`config.mk`:
```
export PLATFORM = sky130hd
export DESIGN_NAME = segment7_hex_scanner
export DESIGN_NICKNAME = d
export VERILOG_FILES = /design/src/rtl/segment7_pkg.sv /design/src/rtl/segment7_hex_decoder.sv /design/src/rtl/segment7_hex_scanner.sv
export SDC_FILE = /design/constraint.sdc
export NUM_CORES = 1
export LEC_CHECK = 0
export BUFFER_PORTS_ARGS = -buffer_cell sky130_fd_sc_hd__buf_4
export CAP_MARGIN = 10
export CORE_MARGIN = 10
export CORE_UTILIZATION = 60
export CTS_BUF_LIST = sky130_fd_sc_hd__clkbuf_4
export CTS_CLUSTER_SIZE = 14
export DETAILED_ROUTE_END_ITERATION = 7
export PLACE_DENSITY = 0.81
export SLEW_MARGIN = 10
export SYNTH_ARGS = -nofsm -noshare
export SYNTH_HDL_FRONTEND = slang
export SYNTH_SLANG_ARGS = --single-unit
```
`constraint.sdc`:
```
create_clock -name clk -period 2.6 [get_ports clk]
set_input_delay 0.13 -clock clk [delete_from_list [all_inputs] [get_ports clk]]
set_output_delay 0.13 -clock clk [all_outputs]
set_load 0.02 [all_outputs]
```
`src/rtl/segment7_pkg.sv`:
```
// Shared definitions for the seven-segment display blocks.
// Glyphs are active-low {g,f,e,d,c,b,a}: a 0 bit lights that segment.
`timescale 1ns/1ps
package segment7_pkg;

  localparam logic [6:0] SEG_BLANK = 7'h7F;

  localparam logic [6:0] HEX_GLYPH [16] = '{
    7'h40, 7'h79, 7'h24, 7'h30, 7'h19, 7'h12, 7'h02, 7'h78,
    7'h00, 7'h10, 7'h08, 7'h03, 7'h46, 7'h21, 7'h06, 7'h0E
  };

endpackage

```
`src/rtl/segment7_hex_decoder.sv`:
```
// Combinational hex nibble to active-low seven-segment glyph.
// When oe_i is low, the output is the blank pattern.
`timescale 1ns/1ps
module segment7_hex_decoder
  import segment7_pkg::*;
(
  input  logic [3:0] nib_i,
  input  logic       oe_i,
  output logic [6:0] seg_o
);

  assign seg_o = oe_i ? HEX_GLYPH[nib_i] : SEG_BLANK;

endmodule

```
`src/rtl/segment7_hex_scanner.sv`:
```
// Multiplexed hex display scanner. Provides a prescaled digit scan, a frame-aligned
// pending-to-display load with an ack pulse, blink phase, and leading-zero blanking.
`timescale 1ns/1ps
module segment7_hex_scanner
  import segment7_pkg::*;
#(
  parameter int DIGITS       = 4,
  parameter int PRESCALE     = 50000,
  parameter int BLINK_FRAMES = 64
) (
  input  logic                  clk,
  input  logic                  rst_n,
  input  logic                  oe,
  input  logic [4*DIGITS-1:0]   hex,
  input  logic                  ld,
  output logic                  ld_ack,
  input  logic                  lz_blank,
  input  logic [DIGITS-1:0]     blink,
  output logic [6:0]            seg,
  output logic [DIGITS-1:0]     an
);

  localparam int PW = (PRESCALE > 1) ? $clog2(PRESCALE) : 1;
  localparam int IW = (DIGITS > 1) ? $clog2(DIGITS) : 1;
  localparam int FW = (BLINK_FRAMES > 1) ? $clog2(BLINK_FRAMES) : 1;
  localparam logic [PW-1:0] PRE_LAST   = PW'(PRESCALE - 1);
  localparam logic [IW-1:0] IDX_LAST   = IW'(DIGITS - 1);
  localparam logic [FW-1:0] FRAME_LAST = FW'(BLINK_FRAMES - 1);

  logic [PW-1:0]       pre_q, pre_d;
  logic [IW-1:0]       idx_q, idx_d;
  logic [FW-1:0]       frame_q, frame_d;
  logic                phase_q, phase_d;
  logic [4*DIGITS-1:0] disp_q, disp_d;
  logic [4*DIGITS-1:0] pend_q, pend_d;
  logic                pend_v_q, pend_v_d;
  logic                ack_q, ack_d;
  logic [6:0]          seg_q, seg_d;
  logic [DIGITS-1:0]   an_q, an_d;

  logic                tick;
  logic                boundary;
  logic [DIGITS-1:0]   sel;
  logic [DIGITS-1:0]   lead_zero;
  logic [4*DIGITS-1:0] disp_shift;
  logic [3:0]          nib;
  logic                lit;
  logic [6:0]          glyph;

  assign tick     = (pre_q == PRE_LAST);
  assign boundary = tick && (idx_q == IDX_LAST);

  always_comb begin
    pre_d    = tick ? '0 : pre_q + PW'(1);
    idx_d    = idx_q;
    frame_d  = frame_q;
    phase_d  = phase_q;
    disp_d   = disp_q;
    pend_d   = pend_q;
    pend_v_d = pend_v_q;
    ack_d    = boundary && pend_v_q;

    if (tick) begin
      idx_d = (idx_q == IDX_LAST) ? '0 : idx_q + IW'(1);
    end
    if (boundary) begin
      if (frame_q == FRAME_LAST) begin
        frame_d = '0;
        phase_d = ~phase_q;
      end else begin
        frame_d = frame_q + FW'(1);
      end
    end
    // The old pending value is applied first; a coincident ld then re-arms pending.
    if (boundary && pend_v_q) begin
      disp_d   = pend_q;
      pend_v_d = 1'b0;
    end
    if (ld) begin
      pend_d   = hex;
      pend_v_d = 1'b1;
    end
  end

  always_comb begin
    logic seen;
    seen      = 1'b0;
    lead_zero = '0;
    for (int i = DIGITS - 1; i >= 0; i--) begin
      seen         = seen | (disp_q[4*i +: 4] != 4'h0);
      lead_zero[i] = ~seen;
    end
  end

  always_comb begin
    sel        = DIGITS'(1) << idx_q;
    disp_shift = disp_q >> {idx_q, 2'b00};
    nib        = disp_shift[3:0];
    lit        = oe
                 && !(((blink & sel) != '0) && phase_q)
                 && !(lz_blank && (idx_q != '0) && ((lead_zero & sel) != '0));
    seg_d      = glyph;
    an_d       = ~sel;
  end

  segment7_hex_decoder u_dec (
    .nib_i (nib),
    .oe_i  (lit),
    .seg_o (glyph)
  );

  always_ff @(posedge clk or negedge rst_n) begin
    if (!rst_n) begin
      pre_q    <= '0;
      idx_q    <= '0;
      frame_q  <= '0;
      phase_q  <= 1'b0;
      disp_q   <= '0;
      pend_q   <= '0;
      pend_v_q <= 1'b0;
      ack_q    <= 1'b0;
      seg_q    <= SEG_BLANK;
      an_q     <= '1;
    end else begin
      pre_q    <= pre_d;
      idx_q    <= idx_d;
      frame_q  <= frame_d;
      phase_q  <= phase_d;
      disp_q   <= disp_d;
      pend_q   <= pend_d;
      pend_v_q <= pend_v_d;
      ack_q    <= ack_d;
      seg_q    <= seg_d;
      an_q     <= an_d;
    end
  end

  assign seg    = seg_q;
  assign an     = an_q;
  assign ld_ack = ack_q;

endmodule

```
### After elaboration in Yosys (flattened, before gate mapping)

Memories as Yosys holds them, arrays and structs flattened.
Cells that the tools add are included.

* $add $sub $neg: 3
* $lt $le $gt $ge: 1
* equality and inequality tests: 3
* shift operators: 2
* multiplexer cells: 8
* bitwise operators: 12
* reductions and logical operators: 18

Operators with widths (count)
* 4-bit nonzero test: 6
* 7-bit 2-to-1 mux: 3
* 16-bit by 1-bit adder with 16-bit output (second input constant): 1
* 16-bit == test (second input constant): 1
* 16-bit 2-to-1 mux: 1
* 16-bit by 4-bit right shift with 4-bit output: 1
* 4-bit bitwise AND: 2
* 1-bit logical AND: 7
* 6-bit by 1-bit adder with 6-bit output (second input constant): 1
* 6-bit == test (second input constant): 1
* 6-bit 2-to-1 mux: 1
* 5-bit greater-or-equal comparator (second input constant): 1
* 1-bit NOT: 5
* 4-bit NOT with 5-bit output: 1
* 4-bit NOT: 1
* 2-bit nonzero test: 2
* 1-bit by 2-bit left shift with 4-bit output (first input constant): 1
* 1-bit bitwise OR: 3
* 2-bit by 1-bit adder with 2-bit output (second input constant): 1
* 2-bit == test (second input constant): 1
* 1-bit zero test: 2
* 1-bit 2-to-1 mux: 2
* 2-bit 2-to-1 mux: 1
* 2-bit AND reduction: 1

* flip-flop bits (word level): 70
* bits in read-only memories: 112
* input port bits: 25
* output and inout bits: 12
* logic and storage cells: 58
* memories: 1

Memory list
* (no name shown): depth 16, width 7, read ports 1, clocked after Yosys merged registers in 0, write ports 0, RTL line segment7_hex_decoder.sv:12 `assign seg_o = oe_i ? HEX_GLYPH[nib_i] : SEG_BLANK;`

### Logic depth before layout (Yosys ltp)

* word-level depth: 11
* depth in mapped cells: 8
* depth with buffers taken out: 7

### Modules after synthesis

From an unflattened synthesis, not the netlist that was laid out.

* cell total of the unflattened synthesis: 266
* area, all modules: 3338.2 µm²

By module, submodules not included
* segment7_hex_scanner: times used 1, cells each 229, area an instance 3034.2 µm², sequential area each 1765.4 µm²
* segment7_hex_decoder: times used 1, cells each 37, area an instance 304.0 µm², sequential area each 0.0 µm²

### Least setup slack after synthesis

No wires, ideal clock.

* path type: reg2reg
* start: register idx_q[1]
* end: register disp_q[10]
* setup time: 0.125 ns
* arrival time: 1.747 ns
* data required time: 2.475 ns
* slack: 0.728 ns
* stages on the path, launching flop included: 8
* path buffers: 2
* clock period less this slack: 1.872 ns
* cell sequence: dfrtp_1 > ha_1 > and4_1 > nand4_1 > or2_1 > buf_6 > buf_6 > mux2_4

* cells in the longest elaborated chain, start to end: 3

RTL lines
* from (decl): RTL line segment7_hex_scanner.sv:31 `logic [IW-1:0] idx_q, idx_d;`
* from (signal assigned): RTL line segment7_hex_scanner.sv:126 `idx_q <= idx_d;`
* 2-bit == test: RTL line segment7_hex_scanner.sv:51 `assign boundary = tick && (idx_q == IDX_LAST);`
* 1-bit logical AND: RTL line segment7_hex_scanner.sv:51
* 1-bit logical AND: RTL line segment7_hex_scanner.sv:75 `if (boundary && pend_v_q) begin`
* to (signal assigned): RTL line segment7_hex_scanner.sv:129 `disp_q <= disp_d;`
* to (decl): RTL line segment7_hex_scanner.sv:34 `logic [4*DIGITS-1:0] disp_q, disp_d;`

Every way passes these cells.
A chain may end at the register's enable or synchronous reset.

### Worst setup path after layout

* start: register idx_q[0]
* end: register disp_q[15]

Same word-level chain as after synthesis.

==> out/metrics.csv <==
metric,value,unit
setup_viol,0,
drtIter0Drc,86,
io_pins,37,
power.density,468,mW/mm^2
hold_buffers,17,
critPathLaunchType,register,
rsz0062_at_grt,no,
slew_violations,0,
viasPerCell,5.41,
clock_sinks,70,
yosys-top-cells-area,"dfrtp_1 (44%), dfstp_2 (8.7%), mux2_2 (7.1%)",
overflow,0,
cp_num_buf_inv,0,
timing.fmax,430,MHz
arrival,2630,ps
hold_violations,0,
required,2910,ps
dr_total_vias,2130,
die_y,94.4,um
crit_path_end,disp_q[15],
path_cells,ha_1 > and4_1 > nand4_1 > or2_1 > mux2_2,
hp-class,in -> reg,
cp.depth,5,
yosysTopAreaCell,dfrtp_1,
p_sw,443,uW
synth_ff_type,dfrtp_1,
wl,6240,um
fin_crit_sh,0.894,
avgSynthCellArea,12.7,sq um
yosys.cell_count.top_type,dfrtp_1,
clk_pin_slew,110,ps
yosys.cell_types.count,44,
status,finished clean,
relSlewSlack,0.423,
netlist_instances,261,
postCtsResizedCells,0,
dieArea,0.00891,sq mm
fin_tns_setup,0,ps
grt_pass1_wl,10800,um
cts_tree,built,
max-clock-path-buffers,2,
start_util,0.611,
reg2reg_to,disp_q[15],
maxCapViolCount,0,
gp_congestion,0.841,
startpoint,idx_q[0],
antenna_found_initial,0,
seq_area_frac_synth,0.532,
syn_nets,298,
numCtsBuffers,9,
period_minus_slack,2320,ps
remaining_drc_errors,0,
clock_latency,430,ps
place_ws,272,ps
max-vdd-ir-drop,0.472,mV
layout.nets,354,
internal_power,1.39,mW
synth_top_area_frac,0.445,
critPathMaxStageDelay,680,ps
area_growth_syn_to_layout,17.8,%
clock-root-buffer,clkbuf_4,
fin_worst_skew,12.9,ps
n_fill_cell,390,
critPathSlowestCell,or2_1,
grt_max_degree,71,
switching_share,0.242,
grt_pass1_vias,2197,
end_kind,register,
dr.pass1.iters,4,
diodes,0,
ys_top_cells_by_count,"dfrtp_1 (59), mux2_2 (21), nor2_1 (15)",
synth_area,0.00332,sq mm
regToRegStartpoint,idx_q[0],
wl_per_cell,15.8,um
yosys_warnings,0,
yosys_register_bits,70,
power.share.sequential,0.622,
worstPathMaxFanout,16,
ys_async_sr_fraction,1.00,
p_clk_frac,0.311,
crit_family,simple AND/OR/NAND/NOR gates,
rr_worst_depth,5,
route.antenna.remaining_nets,0,
portBuffers,36,
core_area,0.00544,sq mm
die_x,94.4,um
ff2ff_setup_slack,280,ps
critical_path_class,reg -> reg,
htree_levels,3,
cts_setup_buffers,0,
rows,27,
gr-usage-all-layers,0.154,
dp_hpwl,4350,um
leakagePower,1.85,nW
synth_edf_count,0,
tightestPinTransition,865,ps
final_layout_size_suffix_gt1_frac,0.311,
p_comb_frac,0.067,
layout_setup_ws,277,ps
power groups by stage:
stage          clock, mW  combinational [mW]  sequential, mW
3_5_place_dp           0               0.104            1.16
5_1_grt            0.634               0.135            1.14
6_report           0.570               0.122            1.14
4_1_cts            0.586               0.125            1.14
3_3_place_gp           0               0.100            1.16
2_1_floorplan          0              0.0352            1.16
cells by family after synthesis:
group           count (synthesis)  share of synthesized area
mux                            40                      0.163
simple gates                   70                      0.122
fa+ha+maj                      12                     0.0452
flops                          70                      0.532
compound gates                 28                     0.0577
xor+xnor                       19                     0.0501
buf+inv                        22                     0.0301
worst min-delay path by stage:
stage	slack, ps	endpoint	depth (start not counted)	from
final	60	pend_v_q	2	ld
after global routing	60	pend_v_q	2	ld
after CTS	50	pend_v_q	2	ld
after detailed placement	290	frame_q[3]	1	rst_n
after global placement	290	frame_q[3]	1	rst_n
after floorplan	-170	disp_q[0]	0	rst_n
final cells by class:
| type | instances | area (sq um) | share of cell area |
|---|---|---|---|
| flip-flops and latches | 70 | 1770 | 0.451 |
| clock buffers | 10 | 75.1 | 0.0192 |
| repair buffers | 54 | 448 | 0.115 |
| multi-input cells | 169 | 1460 | 0.372 |
| inverters | 13 | 48.8 | 0.0125 |
| clock inverters | 6 | 28.8 | 0.00736 |
| well taps | 72 | 90.1 | 0.0230 |
worst register-to-register path, delay by kind of cell, from the launching register on:
kind | cells | cell delay (ps)
fa+ha+maj | 1 | 330
flops | 1 | 510
mux | 1 | 420
simple gates | 3 | 950
registers in the layout, summed over array words and instances, names as in the netlist, 2 cells and up:
signal,cells
seg,7
idx_q,2
pre_q,16
disp_q,16
frame_q,6
pend_q,16
an,4
cells in the final DEF (no fill, tap or decap), types with 2 or more instances in the layout:
master         Yosys  routed
dfrtp_1           59      59
buf_4              0      37
mux2_2            21      21
dlygate4sd3_1      0      17
nor2_1            15      15
nand3_1           14      14
inv_1             13      13
xor2_1            13      13
ha_1              12      12
nand2_1           11      11
dfstp_2           11      11
mux2_4            10      10
clkbuf_4           0      10
o21ai_0            8       8
and4_1             7       7
xnor2_1            6       6
mux4_2             5       5
a21oi_1            4       4
nor4_1             4       4
nand4_1            4       4
and3_1             4       4
clkinv_1           0       3
a22o_1             2       2
o211ai_1           2       2
nor2b_1            2       2
mux2i_1            2       2
a21o_1             2       2
nor3b_1            2       2
o31ai_1            2       2
mux2_1             2       2
clkinv_2           0       2
metrics by stage:
step	util	total power, mW	instance area (sq um)	std cells	hold WS (ps)
floorplan	-	1.19	3320	261	-166
global placement	0.669	1.26	3640	361	289
detailed placement	0.669	1.26	3640	361	291
CTS	0.719	1.85	3910	394	48.0
global route	0.719	1.91	3910	394	60.3
finish	0.719	1.83	3910	394	64.1
per-layer routing:
| layer | routed length [um] | GRT usage |
|---|---|---|
| met4 | 116 | 0.0722 |
| met3 | 360 | 0.0595 |
| met5 | 0 | 0 |
| met1 | 2880 | 0.196 |
| met2 | 2880 | 0.228 |
No activity file was read; power rests on OpenSTA's default activity.
